--- config.mk ---
export PLATFORM = sky130hd
export DESIGN_NAME = ram_flat
export DESIGN_NICKNAME = d
export VERILOG_FILES = /design/src/rtl/ram_pkg.sv /design/src/rtl/ram_if.sv /design/src/rtl/ram_byte_lane.sv /design/src/rtl/ram.sv /design/src/flat_wrapper.sv
export SDC_FILE = /design/constraint.sdc
export NUM_CORES = 2
export LEC_CHECK = 0
export BUFFER_PORTS_ARGS = -buffer_cell sky130_fd_sc_hd__buf_2
export CAP_MARGIN = 25
export CORE_ASPECT_RATIO = 0.8
export CORE_MARGIN = 1
export CORE_UTILIZATION = 60
export DETAILED_ROUTE_END_ITERATION = 7
export PLACE_DENSITY_LB_ADDON = 0.25
export SYNTH_ARGS = -nofsm -noshare
export SYNTH_HDL_FRONTEND = slang
export SYNTH_SLANG_ARGS = --single-unit
--- constraint.sdc ---
create_clock -name i_clk -period 93.7 [get_ports i_clk]
set_input_delay 4.685 -clock i_clk [delete_from_list [all_inputs] [get_ports i_clk]]
set_output_delay 4.685 -clock i_clk [all_outputs]
set_load 0.01 [all_outputs]
--- src/rtl/ram_pkg.sv ---
// ram_pkg: shared constants and types for the byte-lane RAM.
//   DATA_WIDTH_DEF / ADDR_WIDTH_DEF : default geometry
//   BYTE_W                          : width of one byte lane
//   LANES_DEF                       : lane count for the default width
//   word_t                          : one default-width memory word
package ram_pkg;

  localparam int unsigned DATA_WIDTH_DEF = 32;
  localparam int unsigned ADDR_WIDTH_DEF = 5;
  localparam int unsigned BYTE_W         = 8;
  localparam int unsigned LANES_DEF      = DATA_WIDTH_DEF / BYTE_W;

  typedef logic [DATA_WIDTH_DEF-1:0] word_t;

  // Number of byte lanes for a given word width
  function automatic int unsigned lane_count(input int unsigned dw);
    return dw / BYTE_W;
  endfunction

endpackage

--- src/rtl/ram_if.sv ---
// ram_if: access bus of the RAM.
//   i_addr    : word address (read and write)
//   i_data    : write data
//   i_we      : write enable
//   i_be      : byte-lane write enable (only with RAM_BYTE_WE_EN)
//   o_ramdata : combinational read data
// Macro RAM_BYTE_WE_EN adds the i_be signal.
interface ram_if
  import ram_pkg::*;
#(
  parameter int unsigned DATA_WIDTH = DATA_WIDTH_DEF,
  parameter int unsigned ADDR_WIDTH = ADDR_WIDTH_DEF
);

  logic [ADDR_WIDTH-1:0]        i_addr;
  logic [DATA_WIDTH-1:0]        i_data;
  logic                         i_we;
`ifdef RAM_BYTE_WE_EN
  logic [DATA_WIDTH/BYTE_W-1:0] i_be;
`endif
  logic [DATA_WIDTH-1:0]        o_ramdata;

  modport master (
`ifdef RAM_BYTE_WE_EN
    output i_be,
`endif
    output i_addr, i_data, i_we,
    input  o_ramdata
  );

  modport slave (
`ifdef RAM_BYTE_WE_EN
    input  i_be,
`endif
    input  i_addr, i_data, i_we,
    output o_ramdata
  );

endinterface

--- src/rtl/ram_byte_lane.sv ---
// ram_byte_lane: one 8-bit column of the RAM with its own write enable.
//   i_clk  : clock, writes on rising edge
//   i_rst  : async active-high reset, clears the whole column
//   i_we   : lane write enable (global write AND lane enable)
//   i_addr : word address
//   i_data : byte to write
//   o_col  : full column contents, read mux lives in the parent
module ram_byte_lane
  import ram_pkg::*;
#(
  parameter int unsigned ADDR_WIDTH = ADDR_WIDTH_DEF
) (
  input  logic                  i_clk,
  input  logic                  i_rst,
  input  logic                  i_we,
  input  logic [ADDR_WIDTH-1:0] i_addr,
  input  logic [BYTE_W-1:0]     i_data,
  output logic [BYTE_W-1:0]     o_col [1 << ADDR_WIDTH]
);

  localparam int unsigned DEPTH = 1 << ADDR_WIDTH;

  logic [BYTE_W-1:0] r_mem [DEPTH];

  // Column storage; reset clears every entry so reads return zero immediately
  always_ff @(posedge i_clk or posedge i_rst) begin
    if (i_rst) begin
      for (int i = 0; i < int'(DEPTH); i++) begin
        r_mem[i] <= '0;
      end
    end else if (i_we) begin
      r_mem[i_addr] <= i_data;
    end
  end

  assign o_col = r_mem;

endmodule

--- src/rtl/ram.sv ---
// ram: single-clock RAM built from byte-lane columns, asynchronous read.
//   i_clk : clock, writes on rising edge
//   i_rst : async active-high reset, clears all words
//   bus   : ram_if slave (i_addr, i_data, i_we, [i_be], o_ramdata)
// Macro RAM_BYTE_WE_EN enables per-lane write masking through bus.i_be;
// without it every write updates the full word.
module ram
  import ram_pkg::*;
#(
  parameter int unsigned DATA_WIDTH = DATA_WIDTH_DEF,
  parameter int unsigned ADDR_WIDTH = ADDR_WIDTH_DEF
) (
  input  logic i_clk,
  input  logic i_rst,
  ram_if.slave bus
);

  localparam int unsigned LANES = lane_count(DATA_WIDTH);
  localparam int unsigned DEPTH = 1 << ADDR_WIDTH;

  if ((DATA_WIDTH % BYTE_W) != 0) begin : g_bad_width
    $error("ram: DATA_WIDTH must be a multiple of 8");
  end

  logic [LANES-1:0]      w_be;
  logic [BYTE_W-1:0]     w_cols [LANES][DEPTH];
  logic [DATA_WIDTH-1:0] w_rdata;

`ifdef RAM_BYTE_WE_EN
  assign w_be = bus.i_be;
`else
  assign w_be = '1;
`endif

  // One storage column per byte lane
  for (genvar l = 0; l < int'(LANES); l++) begin : g_lane
    ram_byte_lane #(
      .ADDR_WIDTH (ADDR_WIDTH)
    ) u_lane (
      .i_clk  (i_clk),
      .i_rst  (i_rst),
      .i_we   (bus.i_we & w_be[l]),
      .i_addr (bus.i_addr),
      .i_data (bus.i_data[l*BYTE_W +: BYTE_W]),
      .o_col  (w_cols[l])
    );
  end

  // Read mux: pick the addressed entry of every column; no write bypass
  always_comb begin
    w_rdata = '0;
    for (int l = 0; l < int'(LANES); l++) begin
      w_rdata[l*BYTE_W +: BYTE_W] = w_cols[l][bus.i_addr];
    end
  end

  assign bus.o_ramdata = w_rdata;

endmodule

--- src/flat_wrapper.sv ---
// flat-port wrapper written by rule: the top's interface ports become plain ports
module ram_flat import ram_pkg::*;
#(
  parameter int unsigned DATA_WIDTH = DATA_WIDTH_DEF,
  parameter int unsigned ADDR_WIDTH = ADDR_WIDTH_DEF
)
  (i_clk, i_rst, bus_i_addr, bus_i_data, bus_i_we, bus_o_ramdata);
  ram_if #(.DATA_WIDTH(DATA_WIDTH), .ADDR_WIDTH(ADDR_WIDTH)) bus_i ();
  input  logic i_clk;
  input  logic i_rst;
  input wire logic [$bits(bus_i.i_addr)-1:0] bus_i_addr;
  input wire logic [$bits(bus_i.i_data)-1:0] bus_i_data;
  input wire logic [$bits(bus_i.i_we)-1:0] bus_i_we;
  output wire logic [$bits(bus_i.o_ramdata)-1:0] bus_o_ramdata;
  assign bus_i.i_addr = bus_i_addr;
  assign bus_i.i_data = bus_i_data;
  assign bus_i.i_we = bus_i_we;
  assign bus_o_ramdata = bus_i.o_ramdata;
  ram #(.DATA_WIDTH(DATA_WIDTH), .ADDR_WIDTH(ADDR_WIDTH)) u_core (.i_clk(i_clk), .i_rst(i_rst), .bus(bus_i));
endmodule
# Word-level counts from Yosys, hierarchy flattened
# Index checks and enable logic that the tools add are counted.
word_totals:
  ff_bits: 1024
  out_inout_bits: 32
  word_cells: 150
  input_bits: 40
classes:
  n_mux: 18
  bitwise: 1
  magnitude_cmp: 2
  n_reduce_logical: 1
ops:
  columns: ["cell", "count"]
  rows:
  - ["$bwmux W256", 4]
  - ["$bmux W8 S5", 4]
  - ["$mux W8", 9]
  - ["$demux W8 S5", 1]
  - ["$ge A6 B6 Y1 const B", 1]
  - ["$lt A6 B1 Y1 const B", 1]
  - ["$not A5 Y6", 1]
  - ["$logic_and A1 B1 Y1", 1]

# Logic depth before layout (Yosys ltp)
depth:
  depth_word: 6
  mapped_depth: 8
  depth_no_buf: 4

# Hierarchy
# A second synthesis with hierarchy kept.
hier_totals:
  hier_cells: 3538
  area_unflattened_um2: 47799.6
modules_own_cells:
  columns: ["module", "seq_area_each_um2", "area_each_um2", "n_inst", "cells_per_inst"]
  rows:
  - ["ram_byte_lane", 6406.1, 9728.1, 4, 595]
  - ["ram", 0.0, 8887.3, 1, 1158]

# Worst setup path before layout
# No wires, ideal clock.
synth_path:
  path_kind: "input-to-output"
  from: "input port bus_i_addr[1]"
  to: "output port bus_o_ramdata[0]"
  slack_ps: 82835
  path_stages: 8
  t_arrival_ps: 6180
  required_ps: 89015
  path_buffers: 4
  cell_sequence: "buf_2 -> buf_2 -> clkbuf_1 -> buf_2 -> mux2i_1 -> o22ai_1 -> nor4_1 -> nand2_1"
synth_via:
  elab_chain_cells: 4
synth_rtl:
  columns: ["item", "line_no", "text"]
  rows:
  - ["from (decl)", "flat_wrapper.sv:11", "input wire logic [$bits(bus_i.i_addr)-1:0] bus_i_addr;"]
  - ["$not A5 Y6 (implied by the code)", "ram.sv:53", "w_rdata[l*BYTE_W +: BYTE_W] = w_cols[l][bus.i_addr];"]
  - ["$bmux W8 S5", "ram.sv:53", null]
  - ["$mux W8 (implied by the code) (2 in series)", "ram.sv:53", null]
  - ["to (decl)", "flat_wrapper.sv:14", "output wire logic [$bits(bus_i.o_ramdata)-1:0] bus_o_ramdata;"]
# No other way between the ends. The select of a mux whose other input is x is not followed.

# Worst setup path after layout
layout_path:
  from: "input port bus_i_addr[1]"
  to: "output port bus_o_ramdata[12]"
# The elaborated chain is that of the path after synthesis.

==> impl_metrics.py <==
metrics = {
    "clock_tree": {
        "cts_setup_buffers": 0,
        "root_buffer": "clkbuf_16",
        "clk_latency_ns": 0.66,
        "cts-htree-levels": 3,
        "clkTransAtPathRegs_ns": 0.06,
        "clock_path_buffers": 3,
        "cts_sinks": 1024,
        "cts-buffers-inserted": 100,
        "cts-resized-gates": 0,
        "cts_tree": "built",
        "cts_hold_buf": 0,
    },
    "run": {
        "maxCapViolations": 0,
    },
    "placed_design": {
        "gp_congestion": 0.7870,
        "numPortBuffers": 71,
        "dp_hpwl_um": 67320,
    },
    "setup_path": {
        "critical_path.startpoint": "bus_i_addr[1]",
        "crit_buf_inv": 5,
        "cp_slowest_stage_delay_ns": 0.95,
        "cp_common_cell": "buf_4",
        "reg2reg_from": "u_core.g_lane[3].u_lane.o_col[68]",
        "path_delay_family": "buffers and inverters",
        "criticalPathCategory": "in -> out",
        "crit_slowest_cell": "buf_4",
        "crit_chain": "buf_8, buf_4, buf_4, buf_12, mux2i_1, o22ai_1, nor4_1, nand2_1, buf_2",
        "startpoint_type": "input pin",
        "worstPathRequired_ns": 89.01,
        "crit_fanout": 146,
        "end_kind": "output pin",
        "cp.arrival_ns": 10.05,
    },
    "layout": {
        "largest_reg_flops": 1024,
        "areaGrowthSynthToFinish_pct": 9.793,
        "drive_gt1_share_pct": 39.45,
        "final_util_pct": 67.00,
        "fin_nets": 3262,
    },
    "synthesis": {
        "synth_fp_nets": 3336,
        "ys_seq_elements": 1024,
        "synth-async-reset-ratio_pct": 100.0,
        "synth_ff_type": "dfrtp_1",
        "synth_top_area_share_pct": 55.33,
        "yosys-top-cells-area": "dfrtp_1, mux2_2, mux2i_1",
        "seq_area_frac_synth_pct": 55.33,
        "yosys_warnings": 0,
        "synth_edf_count": 0,
        "syn_inst": 3296,
        "synth_top_area_cell": "dfrtp_1",
        "syn_area_per_cell_um2": 14.05,
        "synth.distinct_cells": 30,
        "syn_area_mm2": 0.04631,
    },
    "timing": {
        "hold_violations": 0,
        "finClkSkew_ns": 0,
        "final.setup.tns_ns": 0,
        "period_needed_ns": 14.74,
        "post-route-period-util_pct": 15.73,
        "drv_slew": 0,
        "rsz0062_at_grt": "no",
        "fmax_mhz": 67.84,
        "worst_pin_slew_ns": 1.157,
        "slew_headroom_pct": 22.87,
        "setup_violations": 0,
    },
    "status": {
        "status": "finished, final reports clean",
    },
    "power": {
        "ir_drop_uv": 15.40,
        "p_per_area_mw_per_mm2": 22.87,
        "leakage_nw": 23.92,
    },
    "detailed_routing": {
        "routed_via_density": 6.632,
        "drt.antenna.violating_nets": 0,
        "wire_per_inst_um": 28.29,
        "totalWireLength_um": 122000,
        "dr.pass1.iters": 5,
        "first_iter_violations": 2335,
        "post-route-drc-count": 0,
        "via_count": 28590,
    },
    "die": {
        "die_w_um": 312.6,
        "die_h_um": 250.5,
        "coreArea_mm2": 0.07590,
        "num_rows": 90,
        "die-area_mm2": 0.07831,
        "ios": 72,
        "start_util_pct": 61.02,
    },
    "global_routing": {
        "grt_pass1_vias": 30350,
        "grt_max_degree": 197,
        "gr-total-overflow": 0,
        "grt_usage_pct": 31.54,
        "antenna_found_initial": 3,
        "grt_pass1_wl_um": 186800,
    },
    "hold_path": {
        "worstHoldStart": "u_core.g_lane[0].u_lane.o_col[22]",
        "hold_class": "reg -> reg",
    },
}
Yosys cell counts, drive strengths merged, types with 3 or more instances:
master	number
nor3b	3
nand4bb	6
nor4	64
mux2i	512
clkbuf	154
mux2	1024
o22ai	256
nand2	46
nand3b	3
nor2	14
nand4b	4
or4b	4
nor3	5
nand3	6
buf	164
dfrtp	1024
worst paths after layout:
kind | depth (start not counted) | slack (ns) | endpoint
max | 9 | 78.96 | bus_o_ramdata[12]
min | 1 | 0.48 | u_core.g_lane[0].u_lane.o_col[22]
max reg2reg | 1 | 92.88 | u_core.g_lane[3].u_lane.o_col[68]
min reg2reg | 1 | 0.48 | u_core.g_lane[0].u_lane.o_col[22]
max in group asynchronous | 6 | 86.45 | u_core.g_lane[3].u_lane.o_col[116]
min in group asynchronous | 2 | 4.13 | u_core.g_lane[1].u_lane.o_col[173]
final cells by class:
class / count / area [µm²]
Antenna cell: 1 / 2.502
Clock buffer: 146 / 2937
Clock inverter: 32 / 501.7
Fill cell: 5207 / 25050
Inverter: 1 / 11.26
Multi-Input combinational cell: 1953 / 19430
Sequential cell: 1024 / 25620
Tap cell: 1012 / 1266
Timing Repair Buffer: 142 / 1074
cells by family after synthesis:
| kind of cell | count (synthesis) | share of synthesized area [%] |
|---|---|---|
| compound gates | 256 | 3.458 |
| buf+inv | 319 | 3.142 |
| flops | 1024 | 55.33 |
| mux | 1536 | 35.96 |
| simple gates | 161 | 2.110 |
metal layers:
metal  routed length (µm)  vias up  track usage (%)
met5                   27        -                0
met4                 3950        4            10.59
met3                 8771      282            6.019
met2                56400     1043            49.20
met1                52830    15310            44.63
li1                     -    11950                -
through the flow:
stage	power [mW]	hold WS, ns	cell area (µm²)	cells	setup WS, ns
detailed placement	0.7488	0.4739	47280	4127	79.22
global placement	0.7304	0.4662	47230	4125	79.22
finish	1.163	0.4839	50850	4311	78.96
floorplan	0.7028	0.4574	46310	3296	60.20
global route	1.210	0.4998	50850	4310	78.89
CTS	1.166	0.4877	50720	4305	79.20
layout by cell type, fill, tap and decap left out, types with 21 or more instances in the layout:
master | synthesis | routed
dfrtp_1 | 1024 | 1024
mux2_2 | 953 | 953
mux2i_1 | 512 | 512
o22ai_1 | 256 | 256
clkbuf_16 | 0 | 101
mux2_1 | 71 | 71
buf_2 | 142 | 70
nor4_1 | 64 | 64
buf_4 | 21 | 60
nand2_1 | 46 | 34
clkbuf_8 | 0 | 24
clkbuf_1 | 153 | 21
power by group:
| group | total (mW) | switching (mW) | leakage, nW | internal [mW] |
|---|---|---|---|---|
| Combinational | 0.170 | 0.0757 | 9.14 | 0.0938 |
| Sequential | 0.574 | 0.0456 | 13.1 | 0.528 |
| Clock | 0.419 | 0.169 | 1.69 | 0.250 |
| Total | 1.16 | 0.291 | 23.9 | 0.872 |
(Power assumes the default switching activity.)
